==> src/rtl/ptcfg_pkg.sv <==
// Shared types and constants for the product-term configuration loader.
package ptcfg_pkg;

  localparam int PT_BITS      = 96;
  localparam int BYTES_PER_PT = 12;
  localparam int ADDR_W       = 7;
  localparam int BIDX_W       = 4;

  typedef enum logic [2:0] {
    ST_IDLE,
    ST_LOAD,
    ST_COMMIT,
    ST_CHECK,
    ST_DONE
  } state_e;

  function automatic logic [7:0] bit_rev8(input logic [7:0] b);
    logic [7:0] r;
    for (int j = 0; j < 8; j++) r[j] = b[7-j];
    return r;
  endfunction

endpackage

==> src/rtl/ptcfg_shifter.sv <==
// Byte-to-word assembler: drops each received byte into its 8-bit lane of the
// 96-bit product-term word, MSB of the byte landing on the lowest lane index.
module ptcfg_shifter
  import ptcfg_pkg::*;
(
  input  logic               clk,
  input  logic               rst_n,
  input  logic               load_i,
  input  logic [BIDX_W-1:0]  byte_idx_i,
  input  logic [7:0]         byte_i,
  output logic [PT_BITS-1:0] word_o
);

  logic [PT_BITS-1:0] word_q, word_d;

  always_comb begin
    word_d = word_q;
    for (int k = 0; k < BYTES_PER_PT; k++) begin
      if (load_i && (byte_idx_i == BIDX_W'(k))) word_d[8*k +: 8] = bit_rev8(byte_i);
    end
  end

  always_ff @(posedge clk) begin
    if (!rst_n) word_q <= '0;
    else        word_q <= word_d;
  end

  assign word_o = word_q;

endmodule

==> src/rtl/ptcfg_loader.sv <==
// Streams 12 bytes per product term into a bitmap store, NUM_PT terms per load.
// Optional trailing XOR checksum byte when PTCFG_CHECKSUM_EN is defined.
//
// state  | meaning
// IDLE   | waiting for start
// LOAD   | accepting bytes of the current product term
// COMMIT | one-cycle write of the assembled term
// CHECK  | accepting the checksum trailer (checksum build only)
// DONE   | one-cycle completion pulse
module ptcfg_loader
  import ptcfg_pkg::*;
#(
  parameter int NUM_PT = 80
) (
  input  logic               clk,
  input  logic               rst_n,
  input  logic               start,
  input  logic               abort,
  input  logic               cfg_valid,
  input  logic [7:0]         cfg_data,
  output logic               cfg_ready,
  output logic               wr_en,
  output logic [ADDR_W-1:0]  wr_addr,
  output logic [PT_BITS-1:0] wr_data,
  output logic               busy,
  output logic               done,
  output logic               crc_err
);

  localparam logic [7:0]        LAST_PT   = 8'(NUM_PT);
  localparam logic [BIDX_W-1:0] LAST_BYTE = BIDX_W'(BYTES_PER_PT - 1);

  state_e              state_q, state_d;
  logic [BIDX_W-1:0]   byte_cnt_q, byte_cnt_d;
  logic [7:0]          pt_cnt_q, pt_cnt_d;
  logic [7:0]          pt_inc;
  logic [ADDR_W-1:0]   addr_hold_q, addr_hold_d;
  logic [PT_BITS-1:0]  data_hold_q, data_hold_d;
  logic [PT_BITS-1:0]  asm_word;
  logic                shift_load;
`ifdef PTCFG_CHECKSUM_EN
  logic [7:0]          acc_q, acc_d;
  logic                crc_err_q, crc_err_d;
`endif

  assign pt_inc = pt_cnt_q + 8'd1;

  ptcfg_shifter u_shifter (
    .clk        (clk),
    .rst_n      (rst_n),
    .load_i     (shift_load),
    .byte_idx_i (byte_cnt_q),
    .byte_i     (cfg_data),
    .word_o     (asm_word)
  );

  always_comb begin
    state_d     = state_q;
    byte_cnt_d  = byte_cnt_q;
    pt_cnt_d    = pt_cnt_q;
    addr_hold_d = addr_hold_q;
    data_hold_d = data_hold_q;
    cfg_ready   = 1'b0;
    wr_en       = 1'b0;
    done        = 1'b0;
    shift_load  = 1'b0;
`ifdef PTCFG_CHECKSUM_EN
    acc_d       = acc_q;
    crc_err_d   = crc_err_q;
`endif
    case (state_q)
      ST_IDLE: begin
        if (start && !abort) begin
          state_d    = ST_LOAD;
          byte_cnt_d = '0;
          pt_cnt_d   = '0;
`ifdef PTCFG_CHECKSUM_EN
          acc_d      = '0;
          crc_err_d  = 1'b0;
`endif
        end
      end
      ST_LOAD: begin
        cfg_ready = 1'b1;
        if (abort) begin
          state_d = ST_IDLE;
        end else if (cfg_valid) begin
          shift_load = 1'b1;
`ifdef PTCFG_CHECKSUM_EN
          acc_d = acc_q ^ cfg_data;
`endif
          if (byte_cnt_q == LAST_BYTE) state_d = ST_COMMIT;
          else                         byte_cnt_d = byte_cnt_q + 1'b1;
        end
      end
      ST_COMMIT: begin
        if (abort) begin
          state_d = ST_IDLE;
        end else begin
          wr_en       = 1'b1;
          addr_hold_d = pt_cnt_q[ADDR_W-1:0];
          data_hold_d = asm_word;
          pt_cnt_d    = pt_inc;
          byte_cnt_d  = '0;
          if (pt_inc == LAST_PT) begin
`ifdef PTCFG_CHECKSUM_EN
            state_d = ST_CHECK;
`else
            state_d = ST_DONE;
`endif
          end else begin
            state_d = ST_LOAD;
          end
        end
      end
      ST_CHECK: begin
`ifdef PTCFG_CHECKSUM_EN
        cfg_ready = 1'b1;
        if (abort) begin
          state_d = ST_IDLE;
        end else if (cfg_valid) begin
          crc_err_d = (cfg_data != acc_q);
          state_d   = ST_DONE;
        end
`else
        state_d = ST_IDLE;
`endif
      end
      ST_DONE: begin
        done    = 1'b1;
        state_d = ST_IDLE;
      end
      default: state_d = ST_IDLE;
    endcase
  end

  always_ff @(posedge clk) begin
    if (!rst_n) begin
      state_q     <= ST_IDLE;
      byte_cnt_q  <= '0;
      pt_cnt_q    <= '0;
      addr_hold_q <= '0;
      data_hold_q <= '0;
    end else begin
      state_q     <= state_d;
      byte_cnt_q  <= byte_cnt_d;
      pt_cnt_q    <= pt_cnt_d;
      addr_hold_q <= addr_hold_d;
      data_hold_q <= data_hold_d;
    end
  end

`ifdef PTCFG_CHECKSUM_EN
  always_ff @(posedge clk) begin
    if (!rst_n) begin
      acc_q     <= '0;
      crc_err_q <= 1'b0;
    end else begin
      acc_q     <= acc_d;
      crc_err_q <= crc_err_d;
    end
  end
  assign crc_err = crc_err_q;
`else
  assign crc_err = 1'b0;
`endif

  // The assembled word is presented live during COMMIT and held afterwards.
  assign wr_addr = (state_q == ST_COMMIT) ? pt_cnt_q[ADDR_W-1:0] : addr_hold_q;
  assign wr_data = (state_q == ST_COMMIT) ? asm_word : data_hold_q;
  assign busy    = (state_q != ST_IDLE);

endmodule

==> config.mk <==
export PLATFORM = sky130hd
export DESIGN_NAME = ptcfg_loader
export DESIGN_NICKNAME = d
export VERILOG_FILES = /design/src/rtl/ptcfg_pkg.sv /design/src/rtl/ptcfg_shifter.sv /design/src/rtl/ptcfg_loader.sv
export SDC_FILE = /design/constraint.sdc
export NUM_CORES = 1
export LEC_CHECK = 0
export ABC_AREA = 1
export ABC_CLOCK_PERIOD_IN_PS = 1600
export BUFFER_PORTS_ARGS = -buffer_cell sky130_fd_sc_hd__buf_4
export CAP_MARGIN = 10
export CORE_MARGIN = 2
export CORE_UTILIZATION = 40
export DETAILED_ROUTE_END_ITERATION = 7
export PLACE_DENSITY = 0.55
export SYNTH_ARGS = -nofsm -noshare
export SYNTH_HDL_FRONTEND = slang
export SYNTH_SLANG_ARGS = --single-unit
==> constraint.sdc <==
create_clock -name clk -period 1.6 [get_ports clk]
set_input_delay 0.16 -clock clk [delete_from_list [all_inputs] [get_ports clk]]
set_output_delay 0.16 -clock clk [all_outputs]
set_load 0.01 [all_outputs]
==> results of run 1 <==
per-layer routing:
metal	routed length (um)	GRT usage, %
met1	13190	29.69
met4	614	4.189
met3	1193	3.699
met2	13370	36.12
met5	0	0
cell usage after synthesis (all sizes together):
| master | n | area [um2] |
|---|---|---|
| xor2 | 1 | 8.760 |
| nand2 | 137 | 534.3 |
| nor3 | 1 | 5.000 |
| o21ai | 303 | 1516 |
| nor2 | 218 | 869.6 |
| ha | 5 | 62.56 |
| nand3 | 27 | 222.7 |
| nand3b | 1 | 7.510 |
| a211oi | 3 | 22.52 |
| clkinv | 3 | 15.01 |
| a21oi | 109 | 545.5 |
| o21bai | 1 | 7.510 |
| a31oi | 1 | 6.260 |
| buf | 41 | 222.7 |
| inv | 132 | 495.5 |
| nand4 | 5 | 82.58 |
| dfxtp | 214 | 4284 |
| clkbuf | 37 | 138.9 |
| conb | 1 | 3.750 |
state kept, by name, indices dropped and copies added, names as in the netlist:
signal / count
addr_hold_q: 7
byte_cnt_q: 4
data_hold_q: 96
pt_cnt_q: 8
state_q: 3
u_shifter.word_o: 96
final cells by class:
cell class / instances / share of cell area, %
Tap cell: 285 / 2.671
Inverter: 135 / 4.226
Timing Repair Buffer: 206 / 18.08
Timing Repair inverter: 3 / 0.5716
Clock inverter: 5 / 0.4873
Multi-Input combinational cell: 817 / 36.44
Sequential cell: 214 / 32.19
Clock buffer: 38 / 5.342
logic make-up (layout without fill, tap and decap cells):
| group | after synthesis | after routing | synth area share, % |
|---|---|---|---|
| AOI/OAI and AO/OA | 417 | 417 | 23.18 |
| xor gates and xnor gates | 1 | 1 | 0.09678 |
| adders and majority gates | 5 | 5 | 0.6912 |
| buffers and inverters | 213 | 387 | 9.635 |
| DFF | 214 | 214 | 47.33 |
| other | 1 | 1 | 0.04143 |
| and+or+nand+nor | 389 | 393 | 19.02 |
per-stage QoR:
step / power [W] / hold WS (ns) / worst slack [ns]
floorplan: 0.005734 / 0.3068 / 0.1119
global placement: 0.005877 / 0.4313 / -0.01730
detailed placement: 0.005879 / 0.4371 / -0.04139
CTS: 0.01131 / 0.004241 / -0.4395
global route: 0.01162 / 0.01520 / -0.5068
finish: 0.01126 / -0.006423 / -0.4517
worst reg2reg max path, cell delays in order, from the launching register on:
cell and delay [ns]:
dfxtp_4 0.36, nor2_4 0.13, nand2_4 0.11, buf_4 0.18, nor2_4 0.17, clkinv_8 0.09
buf_4 0.18, buf_4 0.17, o21ai_1 0.14, a21oi_1 0.05
report_power, final:
group	switching [W]	internal (W)
sequential	0.0000170	0.00534
clock	0.00223	0.00322
combinational	0.000313	0.000147
total	0.00256	0.00870
cell usage in the layout, fill, tap and decap left out, drive strengths merged:
cell    synthesis  final
nand4           5      9
nor2          218    218
a211oi          3      3
o21ai         303    303
inv           132    135
nand2         137    137
conb            1      1
ha              5      5
a21oi         109    109
nand3          27     27
clkbuf         37     47
buf            41    196
xor2            1      1
clkinv          3      7
nor3            1      1
bufinv          0      1
o21bai          1      1
dfxtp         214    214
a31oi           1      1
nand3b          1      1
bufbuf          0      1
final timing paths:
path,start,to,slack (ns),cells after the start
max,state_q[2]$_SDFFE_PN0P_,wr_data[79],-0.45,9
min,rst_n,addr_hold_q[1]$_SDFFE_PN0P_,-0.006,3
max reg2reg,state_q[2]$_SDFFE_PN0P_,data_hold_q[92]$_SDFFE_PN0P_,-0.09,9
min reg2reg,data_hold_q[91]$_SDFFE_PN0P_,data_hold_q[91]$_SDFFE_PN0P_,0.45,2
what timing repair did:
item | CTS | global route
setup endpoints to repair | 104 | 288
buffers inserted | 16 | 21
gates cloned | 13 | 14
pin swaps | 2 | 10
gates resized for setup | 205 | 263
==> results.cfg, run 1 <==
[global_routing]
gr-total-overflow = 0
grt_pass1_vias = 7786
antenna_found_initial = 0
grt_pass1_wl_um = 41720
grt_max_degree = 67
grt_usage_pct = 21.63

[min_path]
hold_path.class = primary input to flip-flop

[placed_design]
globalplace.congestion = 0.7938
place_inst = 1599
portBuffers = 119
post-dp-hpwl_um = 14910
post_dp_cell_area_um2 = 10370

[timing]
fin_skew_ns = 0.02564
hold_violations = 1
period_needed_ns = 2.052
fin_tns_setup_ns = -41.65
final.period_utilization_pct = 128.2
fmax_mhz = 487.4
drv_slew = 0
finalWorstSetupSlack_ns = -0.4517
final-setup-viol-count = 198
whs_ns = -0.006423
grt_setup_unrepaired = true

[pwr]
ir_worst_vdd_v = 0.0007347
pwr_density_cell_nw_per_um2 = 843.2
p_leak_nw = 5.719

[final_layout]
multiInputGateArea_um2 = 4865
area.sequential_um2 = 4298
fin_area_um2 = 13350
final_util_pct = 59.51
layout.cells.non_filler = 1703
fin_nets = 1419
area_growth_pct = 47.51
n_antenna_cell = 0
fillers = 2025
drive_gt1_share_pct = 33.07

[cts]
clk_pin_slew_ns = 0.06
clk_latency_ns = 0.53
clockBufferDepth = 3
cts_hold_buf = 0
numCtsBuffers = 24
htree_levels = 1
cts.sinks = 214
clockRootBuffer = clkbuf_16
cts_tree = done

[yosys]
syn_area_per_cell_um2 = 7.299
yosysWarnings = 0
syn_area_um2 = 9051
synthesis.nets = 1258
seq_area_frac_synth_pct = 47.33
postSynthCellCount = 1240
synth.distinct_cells = 32
ys_ff_latch = 214

[die]
placementRows = 55
die_x_um = 154.4
dieArea_um2 = 23850
ioPinCount = 121
start_util_pct = 40.35
die_y_um = 154.4
core_area_um2 = 22430

[drt]
drtPass1Iterations = 4
drc = 0
vias = 8650
wl_per_cell_um = 16.66
routed_wl_um = 28370
vias_per_cell = 5.079
drt_iter0_markers = 452
antenna_left = 0

[critical_path]
critPathLaunchType = flip-flop
worstPathArrival_ns = 1.89
cpMostUsedCell = buf_12
crit_family = buffers and inverters
crit_buf_inv = 5
crit_path_end_kind = primary output
crit_path_cell_trace = nor2_4 > nand2_4 > inv_12 > buf_12 > buf_12 > buf_16 > nand2_2 > o21ai_1 > buf_4
crit_type = flip-flop to primary output
crit_fanout = 6
critPathMaxStageDelay_ns = 0.36
cp.required_ns = 1.44
critical-path-slowest-cell = dfxtp_4

[status]
violations = hold timing, setup timing
outcome = complete, but fails checks

[job]
maxCapViolations = 0
No activity file was read; power rests on OpenSTA's default activity.
==> inputs of run 2 (changes only) <==
Settings changed: SYNTH_HIERARCHICAL set to 1.
==> run 2 against run 1 <==
  * The flow finishes with violations (setup timing)
  * Wire length rose by 4.8%
  * Register-to-register slack got worse by 0.32 ns
  * Global-route usage fell by 2.0 points
  * Largest cell class unchanged
  * Highest routed layer unchanged
  * Die area rose by 5.2%
==> results.cfg, run 2 <==
[yosys]
ys_ff_latch = 214
async_flop_share_pct = 0
yosysWarnings = 6
yosysMostFrequentCell = nand2_1
synthesis.nets = 1374
ys.flop_type = dfxtp_1
synth_edf_count = 0
postSynthCellCount = 1359
post-synth-top-area-fraction_pct = 44.95
yosysTopAreaCell = dfxtp_1
synth.distinct_cells = 33
seq_area_frac_synth_pct = 44.95
synth.area.top_cells = dfxtp_1, nand2_1, o21ai_0
syn_area_um2 = 9530
synth_common_cells = nand2_1, dfxtp_1, o21ai_0
syn_area_per_cell_um2 = 7.013

[pwr]
p_seq_share_pct = 46.4
pwr_density_cell_nw_per_um2 = 846.9
p_int_w = 0.008883
finalPower_w = 0.01156
comb_power_share_pct = 5.6
pwr-share-clk_pct = 48.0
ir_worst_vdd_v = 0.0005805
switching_power_w = 0.002673
switching_share_pct = 23.13
p_leak_nw = 5.744

[cts]
cts_tree = done
clockBufferDepth = 3
htree_levels = 1
numCtsBuffers = 25
clk_latency_ns = 0.53
clk_pin_slew_ns = 0.06
cts.sinks = 214
clockRootBuffer = clkbuf_16

[final_layout]
final_util_pct = 58.31
fin_nets = 1562
fin_area_um2 = 13650
fillers = 2199
area_growth_pct = 43.18
mostFrequentLayoutCells = nand2_1, dfxtp_1, nor2_1, buf_4, inv_1
final_common_cell = nand2_1
drive_gt1_share_pct = 29.11
n_antenna_cell = 0

[critical_path]
cp.required_ns = 1.44
crit_path_cell_trace = nor3_4 > buf_6 > buf_12 > buf_12 > buf_16 > o21ai_0 > buf_4
critical-path-slowest-cell = dfxtp_4
critPathMaxStageDelay_ns = 0.35
crit_type = flip-flop to primary output
critPathLaunchType = flip-flop
cpMostUsedCell = buf_12
worstPathArrival_ns = 1.91
crit_path_end_kind = primary output
crit_fanout = 8

[global_routing]
grt_pass1_vias = 7738
grt_pass1_wl_um = 39800
grt_usage_pct = 19.65
grt_max_degree = 87
antenna_found_initial = 0
gr-total-overflow = 0

[timing]
hold_violations = 0
fin_skew_ns = 0.01287
grt_setup_unrepaired = true
fmax_mhz = 482.2
final.period_utilization_pct = 129.6
tightest_slew_ns = 0.5607
whs_ns = 0.01637
drv_slew = 0
finalWorstSetupSlack_ns = -0.4740
fin_tns_setup_ns = -70.67
period_needed_ns = 2.074
final-setup-viol-count = 318
relSlewSlack_pct = 62.39

[placed_design]
portBuffers = 119
globalplace.congestion = 0.7897
post-dp-hpwl_um = 15790
post_dp_cell_area_um2 = 10980

[die]
start_util_pct = 40.72
die_y_um = 158.4
placementRows = 56
die_x_um = 158.4
core_area_um2 = 23400
ioPinCount = 121
dieArea_um2 = 25080

[drt]
wl_per_cell_um = 15.80
drt_iter0_markers = 563
drc = 0
routed_wl_um = 29740
antenna_left = 0
vias = 9221
drtPass1Iterations = 5
vias_per_cell = 4.900

[job]
maxCapViolations = 0

[status]
outcome = complete, but fails checks
violations = setup timing

[min_path]
hold_path.class = primary input to flip-flop
[run 2: cell count changes after synthesis, sizes merged, moves of 3 or more]
cell,change
inv,+8
clkinv,+5
ha,-3
o21ai,-96
nand4,+13
buf,+7
nand2,+182
nor3,+4
nand3,-9
nor2,+7
clkbuf,-3
[run 2: area by class of cell]
cell class | count | area [um2] | area share [%]
Timing Repair Buffer | 241 | 2761 | 20.24
Tap cell | 319 | 399.1 | 2.925
Inverter | 148 | 565.5 | 4.145
Multi-Input combinational cell | 917 | 4838 | 35.46
Clock inverter | 3 | 43.79 | 0.3209
Clock buffer | 40 | 742.0 | 5.437
Sequential cell | 214 | 4295 | 31.48
[run 2: kinds of logic after synthesis]
| logic type | count (synthesis) | share of synthesized area [%] |
|---|---|---|
| other cells | 1 | 0.03935 |
| compound gates | 325 | 17.29 |
| fa+ha+maj | 2 | 0.2625 |
| buf+inv | 230 | 11.29 |
| flops | 214 | 44.95 |
| simple gates | 587 | 26.17 |
[run 2: worst max-delay path: cells and delay by family (launching register included)]
family / cells / cell delay, ns
flops: 1 / 0.35
simple gates: 1 / 0.24
buf+inv: 5 / 0.72
compound gates: 1 / 0.09
[run 2: through the flow]
stage                     std cells  worst slack, ns
after CTS                      1854          -0.4733
after global placement         1769         -0.01234
after detailed placement       1769         -0.03285
after global routing           1882          -0.5495
after floorplan                1359        -0.006064
final                          1882          -0.4740
[run 2: power by group through the flow]
stage	Sequential [W]	Combinational [W]	Clock (W)
floorplan	0.00548	0.000314	0
global placement	0.00548	0.000527	0
global route	0.00536	0.000698	0.00587
CTS	0.00536	0.000558	0.00564
detailed placement	0.00548	0.000527	0
finish	0.00536	0.000643	0.00555
[run 2: worst paths after layout]
check	startpoint	to	slack, ns	cells past startpoint
setup / recovery	state_q[2]$_SDFFE_PN0P_	wr_data[13]	-0.47	7
hold / removal	rst_n	addr_hold_q[6]$_SDFFE_PN0P_	0.02	3
setup reg to reg	state_q[2]$_SDFFE_PN0P_	byte_cnt_q[3]$_SDFFE_PN0P_	-0.41	12
hold reg to reg	data_hold_q[10]$_SDFFE_PN0P_	data_hold_q[10]$_SDFFE_PN0P_	0.44	2
[run 2: what timing repair did]
item                                   CTS  global route
pin swaps                               24            37
gates cloned                             8            24
setup endpoints to repair              134           315
setup buffers                           24            10
hold buffers                            10             0
gates resized for setup                 98           237
endpoints found under the hold margin   19             0
[run 2: per-layer routing]
metal / up-vias / GRT usage [%] / routed length (um)
met1: 4275 / 26.97 / 13730
met4: 0 / 4.247 / 547
met2: 202 / 33.08 / 14010
met5: - / 0 / 0
met3: 43 / 2.586 / 1449
li1: 4701 / - / -
==> inputs of run 3 (changes only) <==
Settings changed: CORE_MARGIN 2 to 3, SKIP_CTS_REPAIR_TIMING set to 1.
==> run 3 against run 2 <==
  * The run still ends with setup timing left
  * Clock power about the same
  * Final cell count decreased by 1.3%
  * Fmax decreased by 1.1%
  * Utilization decreased by 2.2 points
  * Clock skew decreased by 0.0073 ns
  * Hold slack got worse by 0.012 ns
  * Worst setup slack got worse by 0.023 ns
  * Largest power group unchanged
==> results.cfg, run 3 (synthesis results as in run 2) <==
[placed_design]
portBuffers = 119
post_dp_cell_area_um2 = 10980
globalplace.congestion = 0.7824
post-dp-hpwl_um = 15840

[timing]
fmax_mhz = 477.0
hold_violations = 0
final-setup-viol-count = 310
grt_setup_unrepaired = true
period_needed_ns = 2.096
drv_slew = 0
finalWorstSetupSlack_ns = -0.4965
relSlewSlack_pct = 65.70
tightest_slew_ns = 0.5125
fin_skew_ns = 0.005578
final.period_utilization_pct = 131.0

[critical_path]
reg2reg_slack_ns = -0.21
crit_type = flip-flop to primary output
startpoint = state_q[2]$_SDFFE_PN0P_
reg2reg_depth = 11
critPathLaunchType = flip-flop
crit_path_end = wr_data[37]
crit_path_cell_trace = buf_6 > nor3_4 > buf_6 > clkbuf_16 > clkbuf_16 > nand2_2 > o21ai_1 > buf_4
crit_path_end_kind = primary output
critical-path-slowest-cell = dfxtp_2
worstPathArrival_ns = 1.94
crit_fanout = 7
r2r-end = u_shifter/word_o[67]$_SDFFE_PN0P_
critPathMaxStageDelay_ns = 0.32
r2r-start = state_q[2]$_SDFFE_PN0P_
cp.required_ns = 1.44

[pwr]
p_leak_nw = 5.512
ir_worst_vdd_v = 0.0007343
pwr_density_cell_nw_per_um2 = 891.0
finalPower_w = 0.01152

[drt]
wl_per_cell_um = 14.94
drc = 0
drtPass1Iterations = 4
top_layer = met4
wl_met1_um = 13200
vias = 8996
routed_wl_um = 27750
drt_iter0_markers = 542
antenna_left = 0
vias_per_cell = 4.844
met2_length_um = 13170
wl_met3_um = 925

[global_routing]
grt_usage_pct = 18.18
grt_pass1_vias = 7785
grt_pass1_wl_um = 39470
grt_max_degree = 115
gr-total-overflow = 0
antenna_found_initial = 0

[cts]
numCtsBuffers = 24
cts_tree = done
clockBufferDepth = 3
htree_levels = 1
clk_latency_ns = 0.51
clk_pin_slew_ns = 0.06
clockRootBuffer = clkbuf_16
cts.sinks = 214

[die]
placementRows = 55
ioPinCount = 121
start_util_pct = 41.34
core_area_um2 = 23050
die_x_um = 160.4
die_y_um = 160.4
dieArea_um2 = 25710

[final_layout]
n_antenna_cell = 0
fin_area_um2 = 12930
fin_nets = 1542
mostFrequentLayoutCells = nand2_1, dfxtp_1, nor2_1, buf_4, o21ai_0
final_common_cell = nand2_1
area_growth_pct = 35.64
drive_gt1_share_pct = 25.13
fillers = 2190
final_util_pct = 56.08

[status]
violations = setup timing
outcome = complete, but fails checks

[min_path]
hold_path.class = primary input to flip-flop
whs_path_depth = 4

[job]
maxCapViolations = 0
## run 3: per-stage QoR
| step | setup slack (ns) | setup TNS, ns | hold slack, ns | std cells |
|---|---|---|---|---|
| 2_1_floorplan | -0.006064 | -0.01613 | 0.2949 | 1359 |
| 3_3_place_gp | -0.03879 | -0.1439 | 0.4277 | 1763 |
| 3_5_place_dp | -0.06287 | -0.5925 | 0.4314 | 1763 |
| 4_1_cts | -0.6196 | -55.02 | -0.1043 | 1806 |
| 5_1_grt | -0.5709 | -94.92 | 0.02337 | 1857 |
| 6_report | -0.4965 | -67.13 | 0.004099 | 1857 |
## run 3: final cells by class
type / count / area (um2) / share of cell area (%)
multi-input combinational: 915 / 4597 / 35.56
sequential: 214 / 4290 / 33.19
timing repair buffer: 224 / 2283 / 17.66
clock buffer: 36 / 716.9 / 5.546
inverter: 148 / 563.0 / 4.355
tap: 313 / 391.6 / 3.029
clock inverter: 7 / 85.08 / 0.6581
## run 3: worst min-delay path by stage
stage | start | endpoint
floorplan | cfg_data[7] | u_shifter/word_o[0]$_SDFFE_PN0P_
global placement | cfg_data[1] | u_shifter/word_o[30]$_SDFFE_PN0P_
detailed placement | cfg_data[1] | u_shifter/word_o[6]$_SDFFE_PN0P_
CTS | cfg_data[6] | u_shifter/word_o[25]$_SDFFE_PN0P_
global route | abort | byte_cnt_q[0]$_SDFFE_PN0P_
finish | abort | byte_cnt_q[0]$_SDFFE_PN0P_
## run 3: power by group
group          total (W)  switching [W]  internal [W]
Sequential       0.00536      0.0000188       0.00535
Combinational   0.000587       0.000375      0.000212
Clock            0.00557        0.00217       0.00340
## run 3: layer usage
metal / global-route usage (%) / vias to the layer above
li1: - / 4646
met1: 25.21 / 4177
met2: 30.34 / 144
met3: 2.863 / 29
met4: 3.393 / 0
met5: 0 / -
## run 3: worst max-delay path, delay by kind of cell (launching register included)
family | cells | cell delay, ns
AND/OR/NAND/NOR | 2 | 0.25
buffers and inverters | 5 | 0.78
flip-flops | 1 | 0.32
AO/OA/AOI/OAI | 1 | 0.08
